### config.mk
export PLATFORM = sky130hd
export DESIGN_NAME = sram_arb_flat
export DESIGN_NICKNAME = d
export VERILOG_FILES = /design/src/rtl/sram_arb_pkg.sv /design/src/rtl/sram_arb_if.sv /design/src/rtl/sram_arb_rrsel.sv /design/src/rtl/sram_arb.sv /design/src/flat_wrapper.sv
export SDC_FILE = /design/constraint.sdc
export NUM_CORES = 1
export LEC_CHECK = 0
export ABC_AREA = 1
export CORE_AREA = 3 3 181 183
export CTS_CLUSTER_SIZE = 10
export DETAILED_ROUTE_END_ITERATION = 8
export DIE_AREA = 0 0 184 186
export GPL_TIMING_DRIVEN = 0
export SLEW_MARGIN = 20
export SYNTH_ARGS = -nofsm -noshare
export SYNTH_HDL_FRONTEND = slang
export SYNTH_SLANG_ARGS = --single-unit
### constraint.sdc
create_clock -name i_clk -period 2.62 [get_ports i_clk]
set_input_delay 0.524 -clock i_clk [delete_from_list [all_inputs] [get_ports i_clk]]
set_output_delay 0.524 -clock i_clk [all_outputs]
set_load 0.02 [all_outputs]
### src/rtl/sram_arb_pkg.sv
// sram_arb_pkg: shared types and constants for the SRAM port arbiter.
// Latency: n/a (types only).
// Backpressure: n/a.
// Contents: system-bus address width, port/data limits, FSM state enum,
// per-port request and response records, index-width helper.
package sram_arb_pkg;

  localparam int CFG_SYSBUS_ADDR_BITS = 48;
  localparam int SRAM_ARB_MAX_PORTS   = 8;
  localparam int SRAM_ARB_MAX_DBYTES  = 8;
  localparam int SRAM_ARB_MAX_DBITS   = 8 * SRAM_ARB_MAX_DBYTES;

  typedef enum logic {
    ST_IDLE = 1'b0,   // no owner, arbitrate every cycle
    ST_LOCK = 1'b1    // owner_q holds the grant until its last beat
  } arb_state_e;

  // One requester beat, widened to the largest supported data size.
  typedef struct packed {
    logic                            valid;
    logic [CFG_SYSBUS_ADDR_BITS-1:0] addr;
    logic                            write;
    logic [SRAM_ARB_MAX_DBITS-1:0]   wdata;
    logic [SRAM_ARB_MAX_DBYTES-1:0]  wstrb;
    logic                            last;
  } sram_req_type;

  typedef struct packed {
    logic                          valid;
    logic [SRAM_ARB_MAX_DBITS-1:0] rdata;
    logic                          err;
  } sram_resp_type;

  // Width of a port index; a single port still gets one bit.
  function automatic int idx_bits(input int n);
    return (n > 1) ? $clog2(n) : 1;
  endfunction

endpackage

### src/rtl/sram_arb_if.sv
// sram_arb_if: requester-side and RAM-side signals of the SRAM arbiter.
// Latency: n/a (wiring only).
// Backpressure: o_req_ready per port; responses cannot be stalled.
// Ports: i_req_* per-port request vectors, o_req_ready, o_resp_* response,
// o_ram_* / i_ram_rdata to the single-port byte-enabled RAM.
// Modports: slave = arbiter view, master = requesters + RAM view.
interface sram_arb_if
  import sram_arb_pkg::*;
#(
  parameter int nports      = 2,
  parameter int abits       = 17,
  parameter int log2_dbytes = 3
);
  localparam int dbytes = 1 << log2_dbytes;
  localparam int dbits  = 8 * dbytes;

  logic [nports-1:0]                      i_req_valid;
  logic [nports*CFG_SYSBUS_ADDR_BITS-1:0] i_req_addr;
  logic [nports-1:0]                      i_req_write;
  logic [nports*dbits-1:0]                i_req_wdata;
  logic [nports*dbytes-1:0]               i_req_wstrb;
  logic [nports-1:0]                      i_req_last;
  logic [nports-1:0]                      o_req_ready;
  logic [nports-1:0]                      o_resp_valid;
  logic [dbits-1:0]                       o_resp_rdata;
  logic [nports-1:0]                      o_resp_err;
  logic [abits-1:0]                       o_ram_addr;
  logic                                   o_ram_wena;
  logic [dbytes-1:0]                      o_ram_wstrb;
  logic [dbits-1:0]                       o_ram_wdata;
  logic [dbits-1:0]                       i_ram_rdata;

  modport slave (
    input  i_req_valid, i_req_addr, i_req_write, i_req_wdata, i_req_wstrb,
           i_req_last, i_ram_rdata,
    output o_req_ready, o_resp_valid, o_resp_rdata, o_resp_err,
           o_ram_addr, o_ram_wena, o_ram_wstrb, o_ram_wdata
  );

  modport master (
    output i_req_valid, i_req_addr, i_req_write, i_req_wdata, i_req_wstrb,
           i_req_last, i_ram_rdata,
    input  o_req_ready, o_resp_valid, o_resp_rdata, o_resp_err,
           o_ram_addr, o_ram_wena, o_ram_wstrb, o_ram_wdata
  );

endinterface

### src/rtl/sram_arb_rrsel.sv
// sram_arb_rrsel: pick the first set request bit searching upward from start.
// Latency: combinational.
// Backpressure: none.
// Ports: req (request vector), start (search origin) -> grant (one-hot),
// idx (binary index of grant), any (some request set).
module sram_arb_rrsel
  import sram_arb_pkg::*;
#(
  parameter  int nports = 2,
  localparam int iw     = idx_bits(nports)
) (
  input  logic [nports-1:0] req,
  input  logic [iw-1:0]     start,
  output logic [nports-1:0] grant,
  output logic [iw-1:0]     idx,
  output logic              any
);

  always_comb begin
    int j;
    j     = 0;
    grant = '0;
    idx   = '0;
    any   = 1'b0;
    for (int i = 0; i < nports; i++) begin
      // candidate port = (start + i) mod nports
      j = int'(start) + i;
      if (j >= nports) j = j - nports;
      if (!any && req[j]) begin
        any      = 1'b1;
        idx      = iw'(j);
        grant[j] = 1'b1;
      end
    end
  end

endmodule

### src/rtl/sram_arb.sv
// sram_arb: shares one single-port byte-enabled SRAM among nports requesters.
// Latency: request accepted in cycle N -> response in cycle N+1; 1 beat/cycle.
// Backpressure: one o_req_ready per cycle, held to the owner for a whole burst.
// Ports: i_clk, i_rst (sync, active-high), bus (sram_arb_if.slave).
// Build option: SRAM_ARB_RR_EN selects round-robin arbitration; without it
// the lowest-index valid port wins whenever the arbiter is idle.
module sram_arb
  import sram_arb_pkg::*;
#(
  parameter int nports      = 2,
  parameter int abits       = 17,
  parameter int log2_dbytes = 3
) (
  input  logic        i_clk,
  input  logic        i_rst,
  sram_arb_if.slave   bus
);

  localparam int dbytes = 1 << log2_dbytes;
  localparam int dbits  = 8 * dbytes;
  localparam int aw     = CFG_SYSBUS_ADDR_BITS;
  localparam int iw     = idx_bits(nports);

  arb_state_e       state_q, state_d;
  logic [iw-1:0]    owner_q, owner_d;
  logic [nports-1:0] resp_vld_q, resp_err_q;
  logic             rd_q;

  sram_req_type     req_arr [nports];
  sram_req_type     sel;
  logic [iw-1:0]    start, win_idx, sel_idx;
  logic [nports-1:0] win_grant, ready;
  logic             win_any, accept, oor;

`ifdef SRAM_ARB_RR_EN
  logic [iw-1:0]    rr_q, rr_d, nxt_idx;
  assign start   = rr_q;
  assign nxt_idx = (sel_idx == iw'(nports - 1)) ? '0 : sel_idx + 1'b1;
`else
  assign start   = '0;
`endif

  // Unpack the flat per-port vectors into request records.
  always_comb begin
    for (int p = 0; p < nports; p++) begin
      req_arr[p].valid = bus.i_req_valid[p];
      req_arr[p].addr  = bus.i_req_addr[p*aw +: aw];
      req_arr[p].write = bus.i_req_write[p];
      req_arr[p].wdata = SRAM_ARB_MAX_DBITS'(bus.i_req_wdata[p*dbits +: dbits]);
      req_arr[p].wstrb = SRAM_ARB_MAX_DBYTES'(bus.i_req_wstrb[p*dbytes +: dbytes]);
      req_arr[p].last  = bus.i_req_last[p];
    end
  end

  sram_arb_rrsel #(.nports(nports)) u_rrsel (
    .req   (bus.i_req_valid),
    .start (start),
    .grant (win_grant),
    .idx   (win_idx),
    .any   (win_any)
  );

  // Grant selection and next-state logic.
  always_comb begin
    sel_idx = win_idx;
    ready   = '0;
    state_d = state_q;
    owner_d = owner_q;
`ifdef SRAM_ARB_RR_EN
    rr_d    = rr_q;
`endif
    if (state_q == ST_LOCK) begin
      sel_idx        = owner_q;
      ready[owner_q] = 1'b1;
    end else if (win_any) begin
      ready = win_grant;
    end
    // Nothing is accepted while reset is held, even mid-burst.
    if (i_rst) ready = '0;

    sel    = req_arr[sel_idx];
    accept = sel.valid & ready[sel_idx];
    oor    = |sel.addr[aw-1:abits];

    if (accept) begin
      if (sel.last) begin
        state_d = ST_IDLE;
`ifdef SRAM_ARB_RR_EN
        rr_d    = nxt_idx;
`endif
      end else begin
        state_d = ST_LOCK;
        owner_d = sel_idx;
      end
    end
  end

  always_ff @(posedge i_clk) begin
    if (i_rst) begin
      state_q    <= ST_IDLE;
      owner_q    <= '0;
      resp_vld_q <= '0;
      resp_err_q <= '0;
      rd_q       <= 1'b0;
`ifdef SRAM_ARB_RR_EN
      rr_q       <= '0;
`endif
    end else begin
      state_q    <= state_d;
      owner_q    <= owner_d;
      // ready is one-hot whenever a beat is accepted
      resp_vld_q <= accept ? ready : '0;
      resp_err_q <= (accept && oor) ? ready : '0;
      rd_q       <= accept & ~sel.write & ~oor;
`ifdef SRAM_ARB_RR_EN
      rr_q       <= rr_d;
`endif
    end
  end

  assign bus.o_req_ready  = ready;
  assign bus.o_ram_addr   = sel.addr[abits-1:0];
  assign bus.o_ram_wena   = accept & sel.write & ~oor;
  assign bus.o_ram_wstrb  = sel.wstrb[dbytes-1:0];
  assign bus.o_ram_wdata  = sel.wdata[dbits-1:0];

  // RAM data lines up with the registered response; writes and
  // out-of-range reads return zero.
  assign bus.o_resp_valid = resp_vld_q;
  assign bus.o_resp_err   = resp_err_q;
  assign bus.o_resp_rdata = rd_q ? bus.i_ram_rdata : '0;

endmodule

### src/flat_wrapper.sv
// flat-port wrapper written by rule: the top's interface ports become plain ports
module sram_arb_flat import sram_arb_pkg::*;
#(
  parameter int nports      = 2,
  parameter int abits       = 17,
  parameter int log2_dbytes = 3
)
  (i_clk, i_rst, bus_i_req_valid, bus_i_req_addr, bus_i_req_write, bus_i_req_wdata, bus_i_req_wstrb, bus_i_req_last, bus_i_ram_rdata, bus_o_req_ready, bus_o_resp_valid, bus_o_resp_rdata, bus_o_resp_err, bus_o_ram_addr, bus_o_ram_wena, bus_o_ram_wstrb, bus_o_ram_wdata);
  sram_arb_if #(.nports(nports), .abits(abits), .log2_dbytes(log2_dbytes)) bus_i ();
  input  logic i_clk;
  input  logic i_rst;
  input wire logic [$bits(bus_i.i_req_valid)-1:0] bus_i_req_valid;
  input wire logic [$bits(bus_i.i_req_addr)-1:0] bus_i_req_addr;
  input wire logic [$bits(bus_i.i_req_write)-1:0] bus_i_req_write;
  input wire logic [$bits(bus_i.i_req_wdata)-1:0] bus_i_req_wdata;
  input wire logic [$bits(bus_i.i_req_wstrb)-1:0] bus_i_req_wstrb;
  input wire logic [$bits(bus_i.i_req_last)-1:0] bus_i_req_last;
  input wire logic [$bits(bus_i.i_ram_rdata)-1:0] bus_i_ram_rdata;
  output wire logic [$bits(bus_i.o_req_ready)-1:0] bus_o_req_ready;
  output wire logic [$bits(bus_i.o_resp_valid)-1:0] bus_o_resp_valid;
  output wire logic [$bits(bus_i.o_resp_rdata)-1:0] bus_o_resp_rdata;
  output wire logic [$bits(bus_i.o_resp_err)-1:0] bus_o_resp_err;
  output wire logic [$bits(bus_i.o_ram_addr)-1:0] bus_o_ram_addr;
  output wire logic [$bits(bus_i.o_ram_wena)-1:0] bus_o_ram_wena;
  output wire logic [$bits(bus_i.o_ram_wstrb)-1:0] bus_o_ram_wstrb;
  output wire logic [$bits(bus_i.o_ram_wdata)-1:0] bus_o_ram_wdata;
  assign bus_i.i_req_valid = bus_i_req_valid;
  assign bus_i.i_req_addr = bus_i_req_addr;
  assign bus_i.i_req_write = bus_i_req_write;
  assign bus_i.i_req_wdata = bus_i_req_wdata;
  assign bus_i.i_req_wstrb = bus_i_req_wstrb;
  assign bus_i.i_req_last = bus_i_req_last;
  assign bus_i.i_ram_rdata = bus_i_ram_rdata;
  assign bus_o_req_ready = bus_i.o_req_ready;
  assign bus_o_resp_valid = bus_i.o_resp_valid;
  assign bus_o_resp_rdata = bus_i.o_resp_rdata;
  assign bus_o_resp_err = bus_i.o_resp_err;
  assign bus_o_ram_addr = bus_i.o_ram_addr;
  assign bus_o_ram_wena = bus_i.o_ram_wena;
  assign bus_o_ram_wstrb = bus_i.o_ram_wstrb;
  assign bus_o_ram_wdata = bus_i.o_ram_wdata;
  sram_arb #(.nports(nports), .abits(abits), .log2_dbytes(log2_dbytes)) u_core (.i_clk(i_clk), .i_rst(i_rst), .bus(bus_i));
endmodule
==> impl_results.html <==
<table>
<tr><th>Metric</th><th>Value</th></tr>
<tr><th colspan="2">Status</th></tr>
<tr><td>Status</td><td>finished, final reports clean</td></tr>
<tr><th colspan="2">Drt</th></tr>
<tr><td>Final routed wire length divided by cell count</td><td>13.6 microns</td></tr>
<tr><td>Iteration count of the initial detailed-routing pass</td><td>4</td></tr>
<tr><td>Detailed-route DRC error count</td><td>0</td></tr>
<tr><td>Routed wire length</td><td>approximately 19 mm</td></tr>
<tr><td>Via count</td><td>4,706</td></tr>
<tr><td>Iteration-0 DRC Markers</td><td>about 180</td></tr>
<tr><td>Antenna-violating nets left</td><td>0</td></tr>
<tr><td>Routed via count divided by cell count</td><td>3.35</td></tr>
<tr><th colspan="2">Logic synthesis</th></tr>
<tr><td>Post-synth top flop</td><td>sky130_fd_sc_hd__dfxtp_1</td></tr>
<tr><td>Combined area of all synthesized cells</td><td>0.00216 sq mm</td></tr>
<tr><td>Top area cells in the synthesized netlist</td><td>sky130_fd_sc_hd__nand2_1, sky130_fd_sc_hd__inv_1, sky130_fd_sc_hd__nor2_1</td></tr>
<tr><td>Syn. warnings</td><td>0</td></tr>
<tr><td>Async set-reset flop share out of synthesis</td><td>0</td></tr>
<tr><td>Largest area contributor in the synthesized netlist</td><td>sky130_fd_sc_hd__nand2_1</td></tr>
<tr><td>Count of distinct cell types in the synthesized netlist</td><td>19</td></tr>
<tr><td>Instance count of the mapped netlist</td><td>about 530</td></tr>
<tr><td>List of most frequent post-synthesis cells</td><td>sky130_fd_sc_hd__nand2_1, sky130_fd_sc_hd__inv_1, sky130_fd_sc_hd__nor2_1</td></tr>
<tr><td>Mapped Nets</td><td>838</td></tr>
<tr><td>Avg Cell Area, Syn</td><td>approximately 4.1 sq um</td></tr>
<tr><td>Sequential-to-total area share from yosys stat</td><td>0.0649</td></tr>
<tr><td>Dominant cell by count in the synthesized netlist</td><td>sky130_fd_sc_hd__nand2_1</td></tr>
<tr><td>EDFF count, synth</td><td>0</td></tr>
<tr><td>Proportion of netlist area held by the largest area contributor</td><td>0.624</td></tr>
<tr><td>Number of flip-flops and latches in the synthesized netlist</td><td>7</td></tr>
<tr><th colspan="2">Power and ir drop</th></tr>
<tr><td>Seq pwr share</td><td>0.076</td></tr>
<tr><td>Leakage power</td><td>3.82 nW</td></tr>
<tr><td>Worst vdd ir</td><td>between 0.1 and 0.15 mV</td></tr>
<tr><td>Switching part of the total power</td><td>0.365</td></tr>
<tr><td>Combinational share of power</td><td>0.754</td></tr>
<tr><td>Design Power</td><td>between 1.5 and 2 mW</td></tr>
<tr><td>Int Pwr</td><td>0.963 mW</td></tr>
<tr><td>Total power density per cell area</td><td>slightly above 200 mW/mm^2</td></tr>
<tr><td>Part of the total power dissipated in the clock network</td><td>0.170</td></tr>
<tr><td>Net switching power</td><td>0.555 mW</td></tr>
<tr><th colspan="2">Run</th></tr>
<tr><td>Max_cap viols</td><td>0</td></tr>
<tr><th colspan="2">Floorplanning</th></tr>
<tr><td>Total Die Area</td><td>about 0.034 sq mm</td></tr>
<tr><td>Initial Utilization</td><td>0.0688</td></tr>
<tr><td>Placeable core area</td><td>0.0314 sq mm</td></tr>
<tr><td>Number of placed I/O pins</td><td>between 400 and 500</td></tr>
<tr><td>Number of placement rows</td><td>65</td></tr>
<tr><td>Vertical die dimension</td><td>roughly 190 microns</td></tr>
<tr><td>Die width</td><td>~180 microns</td></tr>
<tr><th colspan="2">CTS</th></tr>
<tr><td>Clk Tree Root Cell</td><td>sky130_fd_sc_hd__clkbuf_16</td></tr>
<tr><td>Number of H-tree branching levels</td><td>1</td></tr>
<tr><td>Clk slew on worst S/H paths</td><td>40 ps</td></tr>
<tr><td>Bufs on Longest Clock Path</td><td>2</td></tr>
<tr><td># hold bufs at CTS</td><td>0</td></tr>
<tr><td>Count of clock tree sinks</td><td>7</td></tr>
<tr><td>Total CTS buffers</td><td>3</td></tr>
<tr><td>Clock network latency to the later pin of the worst-skew pair</td><td>230 ps</td></tr>
<tr><td>TritonCTS clock tree</td><td>yes</td></tr>
<tr><th colspan="2">Global routing</th></tr>
<tr><td>First-pass GRT wire length</td><td>about 25 mm</td></tr>
<tr><td>Met3 Track Usage GR</td><td>0.0201</td></tr>
<tr><td>Layer carrying the most global-route usage</td><td>met2</td></tr>
<tr><td>Global routing met1 resource utilization</td><td>0.111</td></tr>
<tr><td>Met2 GRT Util</td><td>0.182</td></tr>
<tr><td>Number of antenna violations at the first check in global routing</td><td>1</td></tr>
<tr><td>Gr usage total</td><td>0.0963</td></tr>
<tr><td>Maximum number of pins on one net before global-route repair</td><td>11</td></tr>
<tr><td>Total congestion overflow after global routing</td><td>0</td></tr>
<tr><td>Number of global-route vias before repair</td><td>4,390</td></tr>
<tr><th colspan="2">Layout</th></tr>
<tr><td>Area of the multi-input gates</td><td>~0.0016 sq mm</td></tr>
<tr><td>Finished Cell Area</td><td>0.00751 sq mm</td></tr>
<tr><td>Sequential standard cell area</td><td>141 sq um</td></tr>
<tr><td>Share of cells above drive strength 1</td><td>0.0648</td></tr>
<tr><td>Growth of design area from synthesis to finish</td><td>248%</td></tr>
<tr><td>Fillers</td><td>3,557</td></tr>
<tr><td>Net count, final</td><td>approximately 1.3k</td></tr>
<tr><td>Share of the core filled with cells in the final layout</td><td>0.239</td></tr>
<tr><th colspan="2">Worst setup path</th></tr>
<tr><td>Critical-path top delay cell</td><td>sky130_fd_sc_hd__clkdlybuf4s50_1</td></tr>
<tr><td>Cell Chain, Critical Path</td><td>clkbuf_1 &gt; nand2_1 &gt; inv_1 &gt; clkdlybuf4s50_1</td></tr>
<tr><td>Number of buffers and inverters on the critical path</td><td>3</td></tr>
<tr><td>Critical Path Fanout Max</td><td>10</td></tr>
<tr><td>Delay contributed by the slowest stage of the critical path</td><td>around 600 ps</td></tr>
<tr><td>Data required time at the worst endpoint</td><td>between 2000 and 2500 ps</td></tr>
<tr><td>Worst Setup Start Kind</td><td>flop</td></tr>
<tr><td>Critical path class</td><td>flop to output port</td></tr>
<tr><td>Kind of cell adding the most delay to the critical path</td><td>buffers and inverters</td></tr>
<tr><td>CP arrival</td><td>just under 2000 ps</td></tr>
<tr><td>Endpoint class of the critical path</td><td>output port</td></tr>
<tr><th colspan="2">STA</th></tr>
<tr><td>Fmax</td><td>about 0.40 GHz</td></tr>
<tr><td>Worst slew margin relative to its limit</td><td>0.704</td></tr>
<tr><td>Clock period minus worst slack</td><td>2470 ps</td></tr>
<tr><td>Worst clock skew</td><td>roughly 0.7 ps</td></tr>
<tr><td>Post-Route Hold Slack</td><td>approximately 530 ps</td></tr>
<tr><td>Summed negative setup slack over all endpoints</td><td>0 ps</td></tr>
<tr><td>Number of endpoints failing setup at the final stage</td><td>0</td></tr>
<tr><td>Slew at the pin closest to its max-slew limit</td><td>around 440 ps</td></tr>
<tr><td>Hold Fails Final Rpt</td><td>0</td></tr>
<tr><td>Max-slew violations</td><td>0</td></tr>
<tr><td>Tcrit/Tclk final</td><td>0.943</td></tr>
<tr><th colspan="2">Placement</th></tr>
<tr><td>Post-placement cell area</td><td>0.00738 sq mm</td></tr>
<tr><td>Count of input and output buffers</td><td>between 400 and 500</td></tr>
<tr><td>Weighted congestion at the end of routability-driven global placement</td><td>between 0.8 and 0.9</td></tr>
<tr><td>Placed wire-length estimate</td><td>~17 mm</td></tr>
<tr><th colspan="2">Hold path</th></tr>
<tr><td>Min-Delay Path Class</td><td>flop to flop</td></tr>
</table>
[cells by family (layout without fill, tap and decap cells)]
kind of cell | Yosys count | after routing | synth area share
AOI/OAI and AO/OA | 3 | 3 | 0.00869
DFF | 7 | 7 | 0.0649
buffers and inverters | 102 | 579 | 0.193
other | 0 | 1 | 0
and+or+nand+nor | 414 | 414 | 0.733
[stage by stage]
stage | setup slack, ps | cells
final | 150 | 1406
after global routing | -17.6 | 1405
after CTS | 8.61 | 1405
after detailed placement | -793 | 1399
after global placement | -773 | 1399
after floorplan | 461 | 526
[sequential cells by signal, indices dropped and copies added, names as in the netlist]
register / flops
u_core.rd_q: 1
u_core.owner_q: 1
u_core.state_q: 1
u_core.bus.o_resp_err: 2
u_core.bus.o_resp_valid: 2
[layout make-up]
cell class | instances | share of cell area
plain buffers | 26 | 0.0282
inverters | 75 | 0.0375
diodes | 1 | 0.000333
clock buffers | 4 | 0.0105
flip-flops and latches | 7 | 0.0188
well taps | 402 | 0.0670
multi-input cells | 417 | 0.217
repair buffers | 474 | 0.621
[timing repair]
action                                  4_1_cts  5_1_grt
pin swaps                                     2        4
resized for setup                           177       41
endpoints found under the setup margin      151       94
setup buffers                                 2        0
gates cloned                                  1        0
[routing by layer]
metal  vias to the layer above  part of all wire
li1                       2457                 -
met5                         -                 0
met2                       252              0.51
met3                        18             0.087
met1                      1979              0.38
met4                         0             0.018
[layout by cell type, fill, tap and decap left out]
cell type / Yosys / routed
sky130_fd_sc_hd__inv_2: 1 / 2
sky130_fd_sc_hd__buf_6: 1 / 3
sky130_fd_sc_hd__nand3_2: 1 / 1
sky130_fd_sc_hd__a21oi_1: 1 / 1
sky130_fd_sc_hd__buf_12: 0 / 2
sky130_fd_sc_hd__clkbuf_1: 7 / 5
sky130_fd_sc_hd__nand4_1: 4 / 4
sky130_fd_sc_hd__dfxtp_2: 0 / 1
sky130_fd_sc_hd__nand3_1: 2 / 2
sky130_fd_sc_hd__nand2_2: 2 / 3
sky130_fd_sc_hd__a21oi_4: 0 / 1
sky130_fd_sc_hd__buf_8: 0 / 3
sky130_fd_sc_hd__clkbuf_16: 0 / 3
sky130_fd_sc_hd__nor2_1: 43 / 41
sky130_fd_sc_hd__clkbuf_2: 0 / 15
sky130_fd_sc_hd__inv_1: 74 / 73
sky130_fd_sc_hd__nand2_4: 0 / 1
sky130_fd_sc_hd__nand2_1: 359 / 357
sky130_fd_sc_hd__clkdlybuf4s15_2: 0 / 11
sky130_fd_sc_hd__clkdlybuf4s50_1: 0 / 379
sky130_fd_sc_hd__nor3_1: 1 / 1
sky130_fd_sc_hd__dlygate4sd2_1: 0 / 34
sky130_fd_sc_hd__nor2_2: 1 / 2
sky130_fd_sc_hd__diode_2: 0 / 1
sky130_fd_sc_hd__buf_2: 18 / 1
sky130_fd_sc_hd__dfxtp_1: 7 / 6
sky130_fd_sc_hd__buf_4: 1 / 15
sky130_fd_sc_hd__nor2_4: 0 / 1
sky130_fd_sc_hd__or2_1: 1 / 1
sky130_fd_sc_hd__clkdlybuf4s15_1: 0 / 33
sky130_fd_sc_hd__o21ai_0: 1 / 1
[final timing paths]
path | startpoint | cells past startpoint | endpoint | slack, ps
min | u_core.owner_q | 4 | u_core.owner_q | 530
min reg2reg | u_core.owner_q | 4 | u_core.owner_q | 530
max reg2reg | u_core.state_q | 11 | u_core.bus.o_resp_err[1] | 1080
max | u_core.rd_q | 4 | bus_o_resp_rdata[21] | 150
[worst min-delay path, stage by stage (launching register included)]
cell	delay, ps
sky130_fd_sc_hd__dfxtp_1	310
sky130_fd_sc_hd__inv_1	50
sky130_fd_sc_hd__nand2_1	50
sky130_fd_sc_hd__nand2_1	50
sky130_fd_sc_hd__nor2_1	30
[power groups by stage]
stage / Combinational (mW) / Sequential [mW] / Clock [mW]
finish: 1.14 / 0.115 / 0.258
CTS: 1.16 / 0.114 / 0.261
floorplan: 0.378 / 0.119 / 0
global placement: 1.20 / 0.116 / 0
global route: 1.23 / 0.115 / 0.270
detailed placement: 1.21 / 0.116 / 0
(Power assumes the default switching activity.)
